===== src/rtl/if_fetch_pkg.sv =====
`default_nettype none
// ============================================================================
//  Module      : if_fetch_pkg
//  Description : Shared bus widths, constant words and state encoding for the
//                instruction-fetch stage.
//  Revision    : 1.0 - initial release
// ============================================================================
package if_fetch_pkg;

    localparam int c_inst_addr_w = 32;
    localparam int c_inst_w      = 32;

    typedef logic [c_inst_addr_w-1:0] inst_addr_t;
    typedef logic [c_inst_w-1:0]      inst_t;

    localparam inst_t      c_zero_word    = '0;
    localparam logic       c_chip_enable  = 1'b1;
    localparam logic       c_chip_disable = 1'b0;
    localparam inst_addr_t c_reset_pc     = 32'h0000_0000;
    localparam inst_addr_t c_pc_step      = 32'd4;

    // Fetch sequencer: idle for one cycle after reset, then fetching.
    typedef enum logic [0:0] {
        ST_IDLE  = 1'b0,
        ST_FETCH = 1'b1
    } fetch_state_t;

    // Word alignment test for a byte address.
    function automatic logic is_aligned(input inst_addr_t addr);
        return (addr[1:0] == 2'b00);
    endfunction

endpackage : if_fetch_pkg
`default_nettype wire


===== src/rtl/if_fetch_pc_reg.sv =====
`default_nettype none
// ============================================================================
//  Module      : if_fetch_pc_reg
//  Description : Program counter register with next-PC priority selection
//                (flush > hold > branch > sequential).
//  Revision    : 1.0 - initial release
// ============================================================================
module if_fetch_pc_reg
    import if_fetch_pkg::*;
#(
    parameter inst_addr_t RESET_PC = c_reset_pc
) (
    input  logic       clk,
    input  logic       rst,
    input  logic       flush,
    input  inst_addr_t new_pc,
    input  logic       hold,
    input  logic       branch_flag,
    input  inst_addr_t branch_target,
    output inst_addr_t pc
);

    inst_addr_t r_pc;
    inst_addr_t w_pc_next;

    // Next-PC priority mux; sequential increment wraps silently at 2^32.
    always_comb begin
        w_pc_next = r_pc + c_pc_step;
        if (flush) begin
            w_pc_next = new_pc;
        end else if (hold) begin
            w_pc_next = r_pc;
        end else if (branch_flag) begin
            w_pc_next = branch_target;
        end
    end

    // PC register.
    always_ff @(posedge clk) begin
        if (rst) begin
            r_pc <= RESET_PC;
        end else begin
            r_pc <= w_pc_next;
        end
    end

    assign pc = r_pc;

endmodule : if_fetch_pc_reg
`default_nettype wire


===== src/rtl/if_fetch.sv =====
`default_nettype none
// ============================================================================
//  Module      : if_fetch
//  Description : Instruction fetch stage. Drives the instruction ROM from the
//                PC, pairs ROM data with the issuing PC, honours stall, flush,
//                branch (with delay slot) and reports misaligned fetches.
//  Revision    : 1.0 - initial release
// ============================================================================
module if_fetch
    import if_fetch_pkg::*;
#(
    parameter int         REG_OUT  = 1,
    parameter inst_addr_t RESET_PC = c_reset_pc
) (
    input  logic       clk,
    input  logic       rst,
    input  logic       stall,
    input  logic       flush,
    input  inst_addr_t new_pc,
    input  logic       branch_flag,
    input  inst_addr_t branch_target,
    output logic       rom_ce,
    output inst_addr_t rom_addr,
    input  inst_t      rom_inst,
    output inst_addr_t if_pc,
    output inst_t      if_inst,
    output logic       if_valid,
    output logic       if_adel
);

    fetch_state_t r_state;
    fetch_state_t w_state_next;

    inst_addr_t w_pc;
    logic       w_fetching;
    logic       w_aligned;
    logic       w_issue;
    logic       w_hold;
    logic       w_adel_req;

    // Misaligned-fetch bookkeeping: report once, then stay quiet until flush.
    logic       r_adel_pend;
    logic       r_adel_seen;
    inst_addr_t r_resp_pc;

    logic       w_out_valid;
    logic       w_out_adel;
    inst_addr_t w_out_pc;
    inst_t      w_out_inst;

    // PC only moves when a request actually goes out (or on flush); an idle,
    // stalled or misaligned PC holds so the same address is retried/reported.
    if_fetch_pc_reg #(
        .RESET_PC (RESET_PC)
    ) u_pc_reg (
        .clk           (clk),
        .rst           (rst),
        .flush         (flush),
        .new_pc        (new_pc),
        .hold          (w_hold),
        .branch_flag   (branch_flag),
        .branch_target (branch_target),
        .pc            (w_pc)
    );

    // Next-state: leave IDLE on the first cycle out of reset, then stay.
    always_comb begin
        w_state_next = r_state;
        case (r_state)
            ST_IDLE:  w_state_next = ST_FETCH;
            ST_FETCH: w_state_next = ST_FETCH;
            default:  w_state_next = ST_IDLE;
        endcase
    end

    // State register.
    always_ff @(posedge clk) begin
        if (rst) begin
            r_state <= ST_IDLE;
        end else begin
            r_state <= w_state_next;
        end
    end

    assign w_fetching = (r_state == ST_FETCH);
    assign w_aligned  = is_aligned(w_pc);
    assign w_issue    = w_fetching && !stall && w_aligned;
    assign w_hold     = stall || !w_issue;
    assign w_adel_req = w_fetching && !w_aligned && !r_adel_seen && !stall && !flush;

    assign rom_ce   = w_issue ? c_chip_enable : c_chip_disable;
    assign rom_addr = w_pc;

    // Misaligned reporting and the PC of the response being tracked.
    always_ff @(posedge clk) begin
        if (rst) begin
            r_adel_pend <= 1'b0;
            r_adel_seen <= 1'b0;
            r_resp_pc   <= '0;
        end else begin
            r_adel_pend <= w_adel_req;
            r_adel_seen <= flush ? 1'b0 : (r_adel_seen || w_adel_req);
            if (w_issue || w_adel_req) begin
                r_resp_pc <= w_pc;
            end
        end
    end

    generate
        if (REG_OUT != 0) begin : g_reg_out
            // A request issued this cycle returns data next cycle; flush or
            // reset in the issuing cycle kills it before it is presented.
            logic       r_pend;
            logic       r_last_valid;
            logic       r_last_adel;
            inst_addr_t r_last_pc;
            inst_t      r_last_inst;

            // Pending-response flag and copy of what was last presented.
            always_ff @(posedge clk) begin
                if (rst) begin
                    r_pend       <= 1'b0;
                    r_last_valid <= 1'b0;
                    r_last_adel  <= 1'b0;
                    r_last_pc    <= '0;
                    r_last_inst  <= c_zero_word;
                end else begin
                    r_pend       <= w_issue && !flush;
                    r_last_valid <= w_out_valid;
                    r_last_adel  <= w_out_adel;
                    r_last_pc    <= w_out_pc;
                    r_last_inst  <= w_out_inst;
                end
            end

            // Output select: fresh response, misaligned report, stall hold.
            always_comb begin
                w_out_valid = 1'b0;
                w_out_adel  = 1'b0;
                w_out_pc    = '0;
                w_out_inst  = c_zero_word;
                if (r_pend) begin
                    w_out_valid = 1'b1;
                    w_out_pc    = r_resp_pc;
                    w_out_inst  = rom_inst;
                end else if (r_adel_pend) begin
                    w_out_valid = 1'b1;
                    w_out_adel  = 1'b1;
                    w_out_pc    = r_resp_pc;
                end else if (stall) begin
                    w_out_valid = r_last_valid;
                    w_out_adel  = r_last_adel;
                    w_out_pc    = r_last_pc;
                    w_out_inst  = r_last_inst;
                end
            end
        end else begin : g_comb_out
            // Combinational ROM: data belongs to the address driven now.
            always_comb begin
                w_out_valid = 1'b0;
                w_out_adel  = 1'b0;
                w_out_pc    = w_pc;
                w_out_inst  = c_zero_word;
                if (w_issue) begin
                    w_out_valid = 1'b1;
                    w_out_inst  = rom_inst;
                end else if (r_adel_pend) begin
                    w_out_valid = 1'b1;
                    w_out_adel  = 1'b1;
                    w_out_pc    = r_resp_pc;
                end
            end
        end
    endgenerate

    assign if_valid = w_out_valid;
    assign if_adel  = w_out_adel;
    assign if_pc    = w_out_pc;
    assign if_inst  = w_out_inst;

endmodule : if_fetch
`default_nettype wire


===== config.mk =====
export PLATFORM = sky130hd
export DESIGN_NAME = if_fetch
export DESIGN_NICKNAME = d
export VERILOG_FILES = /design/src/rtl/if_fetch_pkg.sv /design/src/rtl/if_fetch_pc_reg.sv /design/src/rtl/if_fetch.sv
export SDC_FILE = /design/constraint.sdc
export NUM_CORES = 1
export LEC_CHECK = 0
export BUFFER_PORTS_ARGS = -buffer_cell sky130_fd_sc_hd__buf_2
export CAP_MARGIN = 20
export CORE_MARGIN = 2
export CORE_UTILIZATION = 46
export CTS_BUF_LIST = sky130_fd_sc_hd__clkbuf_16
export CTS_CLUSTER_DIAMETER = 100
export DETAILED_ROUTE_END_ITERATION = 7
export PLACE_DENSITY = 0.76
export REMOVE_ABC_BUFFERS = 1
export SLEW_MARGIN = 30
export SYNTH_ARGS = -nofsm -noshare
export SYNTH_HDL_FRONTEND = slang
export SYNTH_SLANG_ARGS = --single-unit

===== constraint.sdc =====
create_clock -name clk -period 1.9 [get_ports clk]
set_input_delay 0.285 -clock clk [delete_from_list [all_inputs] [get_ports clk]]
set_output_delay 0.285 -clock clk [all_outputs]
set_load 0.005 [all_outputs]

==> impl_metrics.csv <==
group,metric,value,unit
critical_path,worstSetupEndpointType,"output pin",
drt,wl_per_cell,16.9,um
power_and_ir_drop,peakVddDrop,0.000597,V
timing,min_period_over_period,97.0,%
critical_path,max_stage_delay,330,ps
grt,grt_use_met3,5.51,%
grt,grt_max_degree,57,
drt,viasPerCell,5.58,
timing,timing.hold.ws,118,ps
cts,clock_path_buffers,2,
drt,drt-pass1-iter-count,5,
cts,clk_pin_slew_worst_paths,60,ps
synth,syn_area,6130,sq um
cts,clock_sinks,134,
synth,yosys-top-cells-area,"dfxtp_1 (44%), nand2_1 (9.3%), a21oi_1 (7.0%)",
timing,finalCriticalPeriod,1840,ps
power_and_ir_drop,p_leak,0.00379,uW
synth,ys_types,61,
synth,synth-seq-cells,134,
critical_path,cp_max_fo,16,
die,die-area,14300,sq um
timing,finalMaxSlewViolations,0,
synth,yosysSeqAreaShare,43.8,%
min_path,hold_path_class,"in2reg",
synth,synth_edf_count,0,
synth,synth_cells,762,
grt,use_met2,44.9,%
synth,synth.avg_cell_area,8.04,sq um
critical_path,rr_endpoint,"u_pc_reg.pc[17]",
synth,yosysTopAreaCellShare,43.8,%
cts,cts_tree,"built",
cts,cts_hold_buf,0,
cells_and_area,nets,1083,
timing,tightest_slew,514,ps
timing,worst_slew_margin_rel,65.7,%
grt,antenna_found_initial,0,
grt,grt_pass1_wl,31500,um
synth,synth_warnings,0,
cts,post-cts-setup-buffer-count,0,
place,dp_hpwl,14100,um
flow_run,maxCapViolCount,0,
die,fp.dieW,119,um
die,num_rows,42,
cts,cts_max_level,4,
critical_path,crit_path_cell_trace,"nor2_2 > and2_2 > clkbuf_16 > a22o_1 > buf_2",
drt,drtAntennaViolNets,0,
grt,grt_pass1_vias,6182,
power_and_ir_drop,pwr_density_cell,840,nW/um^2
timing,setup_slack,57.7,ps
critical_path,timing.rr.start,"u_pc_reg.pc[0]",
cts,worstSkewPairLatency,420,ps
cts,numCtsBuffers,17,
cells_and_area,drive_gt1_share,31.8,%
synth,ys.flop_type,"dfxtp_1",
timing,setup_viol,0,
grt,grt_use_total,27.9,%
place,dp_slack,72.4,ps
place,io_buffers,199,
die,initial_core_util,46.7,%
critical_path,worstPathArrival,1560,ps
cells_and_area,antenna_cells,0,
critical_path,crit_type,"reg2out",
cells_and_area,syn_to_final_growth,32.9,%
synth,synth_area_leader_cell,"dfxtp_1",
drt,drc,0,
grt,grt_use_met1,36.7,%
die,ios,200,
synth,async_flop_share,0,%
min_path,min_to,"u_pc_reg.pc[1]",
grt,busiest_layer,"met2",
critical_path,rrSetupSlack,100,ps
min_path,worstHoldPathCells,3,
grt,overflow,0,
timing,hold_viol_final,0,
critical_path,critPathSlowestCell,"dfxtp_2",
critical_path,start_kind,"flip-flop",
timing,rsz0062_at_grt,"no",
place,gp_congestion,0.969,
critical_path,required,1620,ps
run_status,status,"complete, no violations",
die,core-area,13100,sq um
critical_path,reg2reg_depth,7,
drt,routed-via-count,6509,
timing,fin_skew,9.38,ps
drt,routed_wl,19700,um
min_path,min_from,"new_pc[1]",
die,die_y,119,um
cts,clock-root-buffer,"clkbuf_16",
drt,dr.first_iter.drc_count,563,
timing,max_clock_freq,0.543,GHz
worst max path at each step:
| stage | start | endpoint | slack, ps | cells past startpoint |
|---|---|---|---|---|
| 6_report | r_adel_pend | if_inst[8] | 60 | 5 |
| 4_1_cts | r_adel_pend | if_inst[5] | 40 | 5 |
| 3_3_place_gp | stall | u_pc_reg.pc[17] | 70 | 9 |
| 3_5_place_dp | stall | u_pc_reg.pc[17] | 70 | 9 |
| 2_1_floorplan | g_reg_out.r_pend | if_inst[0] | -1160 | 3 |
| 5_1_grt | u_pc_reg.pc[18] | u_pc_reg.pc[26] | 1 | 6 |
cell usage after synthesis (13+ instances only):
| library cell | number |
|---|---|
| and2_1 | 35 |
| buf_2 | 14 |
| a21oi_1 | 86 |
| nor2_1 | 42 |
| clkbuf_1 | 43 |
| a22o_1 | 33 |
| o21ai_0 | 21 |
| nor3_1 | 13 |
| dfxtp_1 | 134 |
| nand3_1 | 45 |
| nand2_1 | 152 |
cell families after synthesis:
kind of cell	after synthesis	share of synthesized area, %
simple gates	335	26.3
compound gates	211	23.1
flops	134	43.8
buf+inv	74	5.45
mux	7	1.16
fa+ha+maj	1	0.204
per-layer routing:
metal  vias up  routed length, um
met4         0                370
met1      3053               8660
met2       285               9270
li1       3142                  -
met3        29               1430
met5         -                  0
critical path: cells and delay by family, from the launching register on:
family	cells	cell delay, ps
compound gates	1	160
buf+inv	2	310
flops	1	330
simple gates	2	340
registers in the layout, summed over array words and instances, names as in the netlist:
signal and cells:
r_adel_seen 1, r_adel_pend 1, u_pc_reg.pc 32, g_reg_out.r_last_adel 1, g_reg_out.r_last_inst 32, r_resp_pc 32, g_reg_out.r_last_pc 32, r_state 1
g_reg_out.r_pend 1, g_reg_out.r_last_valid 1
layout make-up:
type                            count  area (sq um)
Clock inverter                     11          97.6
Tap cell                          176           220
Inverter                            8          37.5
Clock buffer                       17           425
Multi-Input combinational cell    554          3130
Timing Repair Buffer              266          1550
Sequential cell                   134          2690
Fill cell                        1210          4990
cells in the final DEF, fill, tap and decap left out, drive strengths merged, types with 3 or more instances in the layout:
master / synthesis / routed
a221oi: 9 / 9
a2111oi: 3 / 3
clkinv: 1 / 6
nand2: 152 / 152
o21ai: 23 / 23
a21oi: 86 / 86
a211oi: 7 / 7
a31o: 3 / 3
and4: 5 / 5
a31oi: 3 / 3
nand3b: 3 / 3
a22oi: 4 / 4
o21a: 4 / 4
clkbuf: 46 / 18
o211ai: 9 / 9
nor3: 14 / 14
nand4: 12 / 12
or3: 9 / 9
and2: 35 / 35
o311a: 3 / 3
or2: 4 / 4
a22o: 33 / 33
buf: 20 / 265
o21bai: 3 / 3
dfxtp: 134 / 134
and3: 8 / 8
a311oi: 4 / 4
mux2i: 6 / 6
o22ai: 4 / 4
inv: 7 / 11
nor2: 43 / 43
nand3: 45 / 45
power by group:
group	internal, uW	switching, uW	leakage (uW)
combinational	375	493	0.00243
sequential	2900	77.6	0.00109
clock	1860	1130	0.000270
total	5140	1700	0.00379
stage by stage:
stage	cell area (sq um)	TNS, ps	utilization [%]	total power, uW	instances
final	8150	0	62.0	6840	1166
after global routing	8150	0	62.0	7090	1166
after CTS	8100	0	61.7	6840	1165
after detailed placement	7580	0	57.7	3870	1138
after global placement	7580	0	57.7	3870	1138
after floorplan	5830	-103580	-	3360	696
what timing repair did:
item | in CTS | in global routing
endpoints found under the setup margin | 33 | 47
gates resized for setup | 1 | 8
pin swaps | 0 | 3
cloned | 0 | 1
Power figures use the tool's default switching activity.
